==> src/rtl/clk_div_sequencer.sv <==
// Run-time reprogrammable clock divider with glitch-free ratio sequencing.
// Define CLK_DIV_SEQ_CNT_EN to add the reconfig_cnt output.
module clk_div_sequencer #(
  parameter int DIV_W         = 8,
  parameter int DEFAULT_DIV   = 2,
  parameter int SETTLE_CYCLES = 4
) (
  input  logic             SYS_CLK_IN,
  input  logic             SYS_RST_IN,
  input  logic             cfg_valid,
  input  logic [DIV_W-1:0] cfg_div,
  output logic             cfg_ready,
  output logic             cfg_err,
  output logic             cfg_done,
  output logic             busy,
  output logic [DIV_W-1:0] cur_div,
  output logic             div_clk_out,
`ifdef CLK_DIV_SEQ_CNT_EN
  output logic             div_en_out,
  output logic [7:0]       reconfig_cnt
`else
  output logic             div_en_out
`endif
);

  localparam int SW = $clog2(SETTLE_CYCLES + 1);

  typedef enum logic [1:0] {
    SETTLE,
    RUN,
    DRAIN
  } state_t;

  state_t           state, state_nxt;
  logic [SW-1:0]    scnt, scnt_nxt;
  logic [DIV_W-1:0] cnt, cnt_nxt, wrap;
  logic [DIV_W-1:0] div_nxt;
  logic [DIV_W-1:0] pending, pending_nxt;
  logic [DIV_W:0]   half_nxt;
  logic             last, live_nxt;
  logic             clk_nxt, en_nxt;
  logic             done_nxt, err_nxt;

  assign cfg_ready = (state == RUN);
  assign busy      = (state != RUN);

  assign last = (cnt == cur_div - DIV_W'(1));
  assign wrap = last ? '0 : cnt + DIV_W'(1);

  always_comb begin
    state_nxt   = state;
    scnt_nxt    = scnt;
    cnt_nxt     = cnt;
    div_nxt     = cur_div;
    pending_nxt = pending;
    done_nxt    = 1'b0;
    err_nxt     = 1'b0;
    unique case (state)
      SETTLE: begin
        cnt_nxt = '0;
        if (scnt == SW'(SETTLE_CYCLES - 1)) begin
          state_nxt = RUN;
          scnt_nxt  = '0;
          done_nxt  = 1'b1;
        end else begin
          scnt_nxt = scnt + SW'(1);
        end
      end
      RUN: begin
        cnt_nxt = wrap;
        if (cfg_valid) begin
          if (cfg_div < DIV_W'(2)) begin
            err_nxt = 1'b1;
          end else if (cfg_div == cur_div) begin
            done_nxt = 1'b1;
          end else begin
            pending_nxt = cfg_div;
            state_nxt   = DRAIN;
          end
        end
      end
      DRAIN: begin
        cnt_nxt = wrap;
        if (last) begin
          state_nxt = SETTLE;
          div_nxt   = pending;
          scnt_nxt  = '0;
          cnt_nxt   = '0;
        end
      end
      default: state_nxt = SETTLE;
    endcase
    // Outputs derive from next-state values so the registers line up with cnt
    live_nxt = (state_nxt == RUN) || (state_nxt == DRAIN);
    half_nxt = ({1'b0, div_nxt} + (DIV_W+1)'(1)) >> 1;
    clk_nxt  = live_nxt && ({1'b0, cnt_nxt} < half_nxt);
    en_nxt   = live_nxt && (cnt_nxt == div_nxt - DIV_W'(1));
  end

  always_ff @(posedge SYS_CLK_IN or posedge SYS_RST_IN) begin
    if (SYS_RST_IN) begin
      state       <= SETTLE;
      scnt        <= '0;
      cnt         <= '0;
      cur_div     <= DIV_W'(DEFAULT_DIV);
      pending     <= DIV_W'(DEFAULT_DIV);
      div_clk_out <= 1'b0;
      div_en_out  <= 1'b0;
      cfg_err     <= 1'b0;
      cfg_done    <= 1'b0;
    end else begin
      state       <= state_nxt;
      scnt        <= scnt_nxt;
      cnt         <= cnt_nxt;
      cur_div     <= div_nxt;
      pending     <= pending_nxt;
      div_clk_out <= clk_nxt;
      div_en_out  <= en_nxt;
      cfg_err     <= err_nxt;
      cfg_done    <= done_nxt;
    end
  end

`ifdef CLK_DIV_SEQ_CNT_EN
  // chg marks a settle that follows a real ratio change, not reset exit
  logic chg;

  always_ff @(posedge SYS_CLK_IN or posedge SYS_RST_IN) begin
    if (SYS_RST_IN) begin
      chg          <= 1'b0;
      reconfig_cnt <= '0;
    end else if (state == DRAIN && state_nxt == SETTLE) begin
      chg <= 1'b1;
    end else if (state == SETTLE && state_nxt == RUN) begin
      chg <= 1'b0;
      if (chg && reconfig_cnt != 8'hFF)
        reconfig_cnt <= reconfig_cnt + 8'd1;
    end
  end
`endif

endmodule

==> config.mk <==
export PLATFORM = sky130hd
export DESIGN_NAME = clk_div_sequencer
export DESIGN_NICKNAME = d
export VERILOG_FILES = /design/src/rtl/clk_div_sequencer.sv
export SDC_FILE = /design/constraint.sdc
export NUM_CORES = 1
export LEC_CHECK = 0
export ABC_AREA = 1
export CORE_ASPECT_RATIO = 1.5
export CORE_UTILIZATION = 59
export CTS_BUF_LIST = sky130_fd_sc_hd__clkbuf_8
export DETAILED_ROUTE_END_ITERATION = 8
export GPL_ROUTABILITY_DRIVEN = 0
export PLACE_DENSITY = 0.92
export SLEW_MARGIN = 40
export SYNTH_ARGS = -nofsm -noshare
export SYNTH_HDL_FRONTEND = slang
export SYNTH_SLANG_ARGS = --single-unit
export TNS_END_PERCENT = 100
==> constraint.sdc <==
create_clock -name SYS_CLK_IN -period 9.5 [get_ports SYS_CLK_IN]
set_clock_uncertainty 0.05 [all_clocks]
set_input_delay 2.375 -clock SYS_CLK_IN [delete_from_list [all_inputs] [get_ports SYS_CLK_IN]]
set_output_delay 2.375 -clock SYS_CLK_IN [all_outputs]
set_load 0.05 [all_outputs]
# --- Word-level counts from Yosys, hierarchy flattened ---
# Index checks and enable logic that the tools add are counted.
word_totals:
  regBits: 33
  wordCells: 57
  input_bits: 11
  out_inout_bits: 14
op_classes:
  eq_ne: 10
  n_addsub: 5
  mux: 22
  bitwise: 2
  n_lt_le_gt_ge: 2
  n_reduce_logical: 7
op_table:
  columns: ["operator", "count"]
  rows:
  - ["$mux 8", 4]
  - ["$eq 8x8->1", 3]
  - ["$pmux 8 s3", 1]
  - ["$sub 8x1->8 const B", 2]
  - ["$mux 2", 5]
  - ["$add 8x1->9 const B", 1]
  - ["$add 8x1->8 const B", 1]
  - ["$lt 8x2->1 const B", 1]
  - ["$lt 8x8->1", 1]
  - ["$mux 1", 7]
  - ["$mux 3", 2]
  - ["$pmux 2 s3", 1]
  - ["$pmux 3 s2", 1]
  - ["$eq 2x1->1 const B", 2]
  - ["$eq 2x2->1 const B", 2]
  - ["$reduce_and 4->1", 1]
  - ["$add 3x1->3 const B", 1]
  - ["$eq 3x2->1 const B", 1]
  - ["$logic_and 1x1->1", 2]
  - ["$logic_not 2->1", 1]
  - ["$ne 2x1->1 const B", 1]
  - ["$ne 2x2->1 const B", 1]
  - ["$not 1->1", 2]
  - ["$pmux 1 s2", 1]
  - ["other kinds (3)", 3]

# --- Logic depth before layout (Yosys ltp) ---
# Gate-level depths: netlist of the first run.
logic_depth:
  ltp_word: 8
  depth_mapped: 25

# --- Least setup slack after synthesis of the first run ---
# Ideal clock, no wire load.
synth_path:
  path_type: "register -> output"
  startpoint: "reg state[1]"
  endpoint: "out busy"
  required_time_ps: 7075
  path_stages_with_launch: 3
  path_buffers: 0
  path_slack_ps: 5421
  t_arrival_ps: 1654
  path_cell_list: "dfrtp_1 nor2_1 inv_1"
synth_via:
  elab_chain_cells: 1
synth_lines:
  columns: ["element", "line_no", "source"]
  rows:
  - ["start, declared", "34", "state_t state, state_nxt;"]
  - ["start signal, assigned", "112", "state <= state_nxt;"]
  - ["$ne 2x1->1", "45", "assign busy = (state != RUN);"]
  - ["end, declared", "15", "output logic busy,"]
# No other way between the ends.

# --- Final worst setup path of the first run ---
layout_path:
  startpoint: "in cfg_div[7]"
  endpoint: "reg div_en_out"
layout_via:
  elab_chain_cells: 8
  elab_cells_between_ends: 10
  classes_between: "order compare (1); eq/ne (3); mux (4); reduce/logical (2)"
layout_lines:
  columns: ["element", "line_no", "source"]
  rows:
  - ["start, declared", "11", "input logic [DIV_W-1:0] cfg_div,"]
  - ["parallel branches: the longest is 2 deep, another holds $lt 8x2->1", null, null]
  - ["$mux 2 (*)", "72", "if (cfg_div < DIV_W'(2)) begin"]
  - ["$mux 2 (*)", "71", "if (cfg_valid) begin"]
  - ["$pmux 2 s3 (*)", "58", "unique case (state)"]
  - ["$eq 2x1->1 or $eq 2x2->1 (tied branches)", "94", "live_nxt = (state_nxt == RUN) || (state_nxt == DRAIN);"]
  - ["$logic_or 1x1->1 (*)", "94", null]
  - ["$logic_and 1x1->1 (*)", "97", "en_nxt = live_nxt && (cnt_nxt == div_nxt - DIV_W'(1));"]
  - ["via en_nxt", "41", "logic clk_nxt, en_nxt;"]
  - ["end signal, assigned", "118", "div_en_out <= en_nxt;"]
  - ["end, declared", "22", "output logic div_en_out"]
# Mark *: on every way through the listed nets, which the timed path passes.
# A chain may end at the register's enable or synchronous reset.

==> flow_metrics.tcl, run 1 <==
set metrics [dict create \
    status "finished clean" \
    antenna_left 0 \
    maxSlewHeadroom_pct 58.2 \
    holdCritPathClass "reg -> reg" \
    synth_nets 383 \
    die-area_sq_um 4450 \
    total_leakage_power_nw 1.49 \
    worst_path_max_delay_cell "nand4_1" \
    placed_cell_area_sq_um 2750 \
    fmax_mhz 227 \
    clk_latency_ns 0.29 \
    finalSetupViolations 0 \
    cts_resized 0 \
    fp.dieW_um 54.8 \
    post_cts_buffers 0 \
    ys_ff_latch 33 \
    slew_viol_final 0 \
    layout_common_cells "nand2_1, inv_1, nor2_1" \
    syn_inst 361 \
    cts_tree "yes" \
    antenna_cells 0 \
    ir_drop_mv 0.158 \
    path_class "in -> reg" \
    finalInstanceArea_sq_um 2850 \
    clock_tree.buffer_depth 2 \
    area_growth_pct 15.4 \
    numPortBuffers 24 \
    htreeDepth 2 \
    rsz0062_at_grt "no" \
    tightest_slew_ns 0.626 \
    yosysWarnings 0 \
    syn_avg_cell_area_sq_um 6.83 \
    syn-cell-area_sq_um 2470 \
    drt_iter0_drc 94 \
    cp_num_buf_inv 2 \
    power_density_nw_per_um2 174 \
    num_vias 2469 \
    hpwlAfterDp_mm 4.89 \
    fin_crit_ns 4.41 \
    cts_root_buf "clkbuf_8" \
    post_route_cells_drive_above_1_share_pct 7.95 \
    clock-sinks 33 \
    setup-tns-final_ns 0 \
    grt_pass1_vias 2412 \
    track_usage_pct 30.7 \
    ios 25 \
    cp_cell_sequence "clkdlybuf4s50_1 -> inv_1 -> nand2_1 -> nand4_1 -> nor2_1 -> nand2_1 -> nand4_1 -> nand4_1 -> nand3_1 -> nor2_1 -> nand3_1 -> nor2_1 -> nand2_1 -> nor2_1" \
    end_kind "flip-flop" \
    max_cap_viol_count 0 \
    fin_cells 435 \
    dp.cells 427 \
    first_pass_iters 5 \
    cp.arrival_ns 4.58 \
    via_per_inst 5.68 \
    post_drt_wl_per_cell_um 14.4 \
    slowest_delay_ns 0.50 \
    holdWs_ns 0.449 \
    fillers 313 \
    final_nets 411 \
    regArea_sq_um 828 \
    required_ns 9.68 \
    start_util_pct 62.3 \
    path_max_fanout 16 \
    grt_max_degree 34 \
    grt-ovfl-total 0 \
    grt_pass1_wl_mm 9.83 \
    final_common_cell "nand2_1" \
    finalHoldViolations 0 \
    clk_pin_slew_ns 0.07 \
    ys_seq_area_share_pct 33.6 \
    core.rowCount 28 \
    synth_cell_types 35 \
    routed_wl_mm 6.25 \
    drcViolationCount 0 \
    cts_buffers 5 \
    multiInputGateArea_sq_um 1430 \
    path_common_cell "nor2_1" \
    coreArea_sq_um 3960 \
    die_h_um 81.2 \
    startpoint_type "primary input" \
    finalCritPeriodShare_pct 46.4 \
    postCtsHoldBufs 0 \
    crit_family "simple AND/OR/NAND/NOR gates" \
    antenna_found_initial 0 \
]
-- cell type report --
cell class / instances / area share (%)
inverter: 49 / 6.46
timing repair buffer: 25 / 8.70
sequential: 33 / 29.1
clock inverter: 1 / 0.176
multi-input combinational: 275 / 50.2
tap: 45 / 1.98
clock buffer: 7 / 3.38
-- final timing paths --
| kind | slack (ns) | end | cells after the start | startpoint |
|---|---|---|---|---|
| worst min register to register | 0.45 | scnt[0] | 1 | scnt[0] |
| worst max-delay path | 5.09 | div_en_out | 14 | cfg_div[7] |
| worst min-delay path | 0.45 | scnt[0] | 1 | scnt[0] |
| max in group asynchronous | 6.64 | cur_div[1] | 3 | SYS_RST_IN |
| min in group asynchronous | 2.41 | scnt[1] | 3 | SYS_RST_IN |
| worst max register to register | 5.37 | div_clk_out | 21 | cur_div[1] |
-- power by group --
part	internal (mW)	switching, mW	total, mW
Clock	0.0655	0.0546	0.120
Sequential	0.176	0.0238	0.200
Combinational	0.0592	0.117	0.176
-- worst reg2reg max path: cells and delay by family, from the launching register on --
| family | cells | cell delay [ns] |
|---|---|---|
| compound gates | 3 | 0.47 |
| simple gates | 12 | 1.90 |
| fa+ha+maj | 3 | 0.80 |
| flops | 1 | 0.57 |
| buf+inv | 3 | 0.27 |
-- per-layer routing --
layer / up-vias / global-route usage [%] / wire length [um]
li1: 1208 / - / -
met1: 1141 / 28.9 / 2330
met3: 32 / 6.37 / 279
met4: 0 / 17.7 / 300
met5: - / 0 / 0
met2: 88 / 57.0 / 3340
-- Yosys cell counts --
library cell	count	share of area [%]
a21oi_1	5	1.0
dfstp_2	2	2.1
o21ai_0	9	1.8
dfrtp_1	31	31
mux2_2	2	0.91
nand3b_1	3	0.91
clkbuf_1	1	0.15
xnor2_1	4	1.4
o21ai_1	1	0.20
o211ai_1	2	0.61
nand2_2	5	1.3
a21oi_2	1	0.36
a22oi_1	1	0.30
nor3_1	3	0.61
nand4_1	16	4.1
nand2_1	118	18
buf_6	1	0.46
clkinv_1	3	0.46
nor2_4	2	0.91
nor3b_1	1	0.30
o31ai_1	2	0.61
or2_2	1	0.25
clkbuf_2	1	0.20
nand3_1	36	7.3
nand3_2	1	0.41
inv_1	43	6.5
buf_2	1	0.20
ha_1	11	5.6
nand2_4	2	0.91
nor2_2	1	0.25
o21ai_2	1	0.36
nor2_8	1	0.81
nor2_1	37	5.6
xor2_1	9	3.2
inv_2	3	0.46
-- cell families (layout without fill, tap and decap cells) --
family,count (synthesis),in the layout,share of synthesized area (%)
AND/OR/NAND/NOR,227,227,41.6
buffers and inverters,53,82,8.47
flip-flops,33,33,33.6
AO/OA/AOI/OAI,22,22,5.27
XOR/XNOR,13,13,4.61
adder cells (fa/ha/maj),11,11,5.58
multiplexers,2,2,0.913
-- through the flow --
step / utilization [%] / worst slack, ns / total power [mW]
6_report: 71.9 / 5.09 / 0.496
4_1_cts: 71.9 / 5.15 / 0.493
3_5_place_dp: 69.4 / 4.87 / 0.375
3_3_place_gp: 69.4 / 4.93 / 0.367
2_1_floorplan: - / 5.42 / 0.321
5_1_grt: 71.9 / 4.82 / 0.523
-- flip-flops by register name (all words and copies together), names as in the netlist --
| register | cells |
|---|---|
| pending | 8 |
| scnt | 3 |
| cfg_done | 1 |
| cfg_err | 1 |
| div_en_out | 1 |
| state | 2 |
| cnt | 8 |
| cur_div | 8 |
| div_clk_out | 1 |
(Power assumes the default switching activity.)
==> run 2: changes to the inputs <==
- CORE_UTILIZATION: 59 -> 53
- PLACE_DENSITY: 0.92 -> 0.88
- clock period: 9.5 -> 3.9 ns (I/O delays scaled with it)
==> run 2 against run 1 <==
Net effect: the run now ends with design-rule violations left; sequential power up 150%; global-route usage down 2.1 points; final area up 2.1%; clock power rose to 2.7 times the previous value; die area up 11%; critical endpoint is now div_clk_out; highest routed layer unchanged.
==> flow_metrics.tcl, run 2 (synthesis results as in run 1) <==
set metrics [dict create \
    status "complete, but fails checks" \
    violations "design-rule violations" \
    cts_tree "yes" \
    drt_iter0_drc 116 \
    finalSetupViolations 0 \
    combPwrFrac_pct 34.8 \
    numPortBuffers 24 \
    post_drt_wl_per_cell_um 14.7 \
    grt-ovfl-total 0 \
    post_route_cells_drive_above_1_share_pct 9.11 \
    start_util_pct 54.8 \
    clock_tree.buffer_depth 2 \
    clk_pin_slew_ns 0.07 \
    cts_buffers 5 \
    power.share.switching_pct 38.8 \
    final_common_cell "nand2_1" \
    die-area_sq_um 4940 \
    path_class "reg -> reg" \
    fin_cells 443 \
    die_h_um 85.6 \
    track_usage_pct 28.6 \
    first_pass_iters 9 \
    path_max_fanout 4 \
    clock_power_share_pct 25.8 \
    final_nets 416 \
    dp.cells 432 \
    max_cap_viol_count 0 \
    finalCritPeriodShare_pct 93.8 \
    finalInstanceArea_sq_um 2910 \
    slowest_delay_ns 0.56 \
    placed_cell_area_sq_um 2770 \
    pre_cts_ws_ns 0.242 \
    ios 25 \
    grt_max_degree 19 \
    power_mw 1.24 \
    ir_drop_mv 0.231 \
    area_growth_pct 17.8 \
    fmax_mhz 273 \
    setup-tns-final_ns 0 \
    cp_cell_sequence "inv_1 -> ha_1 -> nand2_1 -> inv_1 -> nor2_1 -> nand2_1 -> nor2_1 -> nand3_1 -> nor2_4 -> buf_4 -> buf_4 -> nand4_1 -> nand2_1 -> inv_1 -> ha_1 -> nand3_1 -> nor3_2 -> xor2_1 -> ha_1 -> a21oi_1 -> o211ai_1 -> a21oi_1" \
    num_vias 2522 \
    holdCritPathClass "reg -> reg" \
    grt_pass1_wl_mm 10.7 \
    clk_latency_ns 0.29 \
    required_ns 4.07 \
    core.rowCount 30 \
    total_leakage_power_nw 1.52 \
    top_regs "cnt (8), cur_div (8), pending (8)" \
    routed_wl_mm 6.53 \
    cp.arrival_ns 3.83 \
    fin_crit_ns 3.66 \
    via_per_inst 5.69 \
    layout_common_cells "nand2_1, inv_1, nor2_1" \
    startpoint_type "flip-flop" \
    rrSetupSlack_ns 0.24 \
    antenna_cells 0 \
    slew_viol_final 0 \
    hpwlAfterDp_mm 5.02 \
    end_kind "flip-flop" \
    htreeDepth 2 \
    seqPwrFrac_pct 39.4 \
    grt_pass1_vias 2365 \
    finalHoldViolations 0 \
    fillers 379 \
    p_sw_mw 0.483 \
    power_density_nw_per_um2 428 \
    coreArea_sq_um 4500 \
    timing.final.ws_setup_ns 0.243 \
    fp.dieW_um 57.7 \
    tightest_slew_ns 0.598 \
    postCtsHoldBufs 0 \
    rsz0062_at_grt "no" \
    cts_root_buf "clkbuf_8" \
    p_int_mw 0.761 \
    maxSlewHeadroom_pct 59.7 \
    worst_path_max_delay_cell "dfstp_2" \
    antenna_left 0 \
    clock-sinks 33 \
    drcViolationCount 1 \
    antenna_found_initial 0 \
]
[run 2: changes by cell type in the layout (fill, tap and decap cells not counted)]
cell       delta
inv_1         +1
nand3_4       +1
nor3_1        -1
nor3_2        +1
clkbuf_8      -2
nand3_2       -1
buf_4         +5
bufinv_16     +1
[run 2: timing repair]
action,4_1_cts,5_1_grt
setup buffers,0,3
endpoints found under the setup margin,0,1
gates resized for setup,0,2
[run 2: worst max-delay path, delay by kind of cell, from the launching register on]
family	cells	cell delay, ns
fa+ha+maj	3	0.82
flops	1	0.56
buf+inv	5	0.47
compound gates	3	0.35
simple gates	10	1.18
xor+xnor	1	0.15
[run 2: worst paths after layout]
| check | endpoint | startpoint | depth (start not counted) |
|---|---|---|---|
| max in group asynchronous | cnt[2] | SYS_RST_IN | 3 |
| setup / recovery | div_clk_out | cur_div[1] | 22 |
| hold reg to reg | pending[1] | pending[1] | 2 |
| min in group asynchronous | pending[4] | SYS_RST_IN | 2 |
| setup reg to reg | div_clk_out | cur_div[1] | 22 |
| hold / removal | pending[1] | pending[1] | 2 |
[run 2: final cells by class]
| class | count | area (sq um) | area share, % |
|---|---|---|---|
| timing repair buffer | 30 | 285 | 9.81 |
| clock buffer | 5 | 68.8 | 2.37 |
| tap | 48 | 60.1 | 2.07 |
| inverter | 49 | 184 | 6.33 |
| clock inverter | 3 | 38.8 | 1.33 |
| multi-input combinational | 275 | 1440 | 49.6 |
| sequential | 33 | 828 | 28.5 |
[run 2: routing by layer]
metal / global-route usage (%) / up-vias / routed length [um]
met5: 0 / - / 0
met4: 15.2 / 0 / 335
met3: 3.77 / 30 / 340
met2: 51.9 / 99 / 3420
met1: 31.7 / 1170 / 2440
li1: - / 1223 / -
[run 2: stage by stage]
stage / hold WS, ns / util [%]
after floorplan: 0.403 / -
after global placement: 0.426 / 61.4
after detailed placement: 0.440 / 61.4
after CTS: 0.451 / 63.8
after global routing: 0.479 / 64.6
final: 0.451 / 64.6
[run 2: power groups by stage]
stage          Sequential, mW  Clock (mW)  Combinational (mW)
4_1_cts                 0.489       0.324               0.431
5_1_grt                 0.498       0.337               0.490
2_1_floorplan           0.499           0               0.282
6_report                0.491       0.321               0.433
3_5_place_dp            0.496           0               0.429
3_3_place_gp            0.492           0               0.412
==> run 3: changes to the inputs <==
- CAP_MARGIN: unset -> 40
==> results of run 3 <==
Final layout, timing and power as in run 2 (identical DEF).
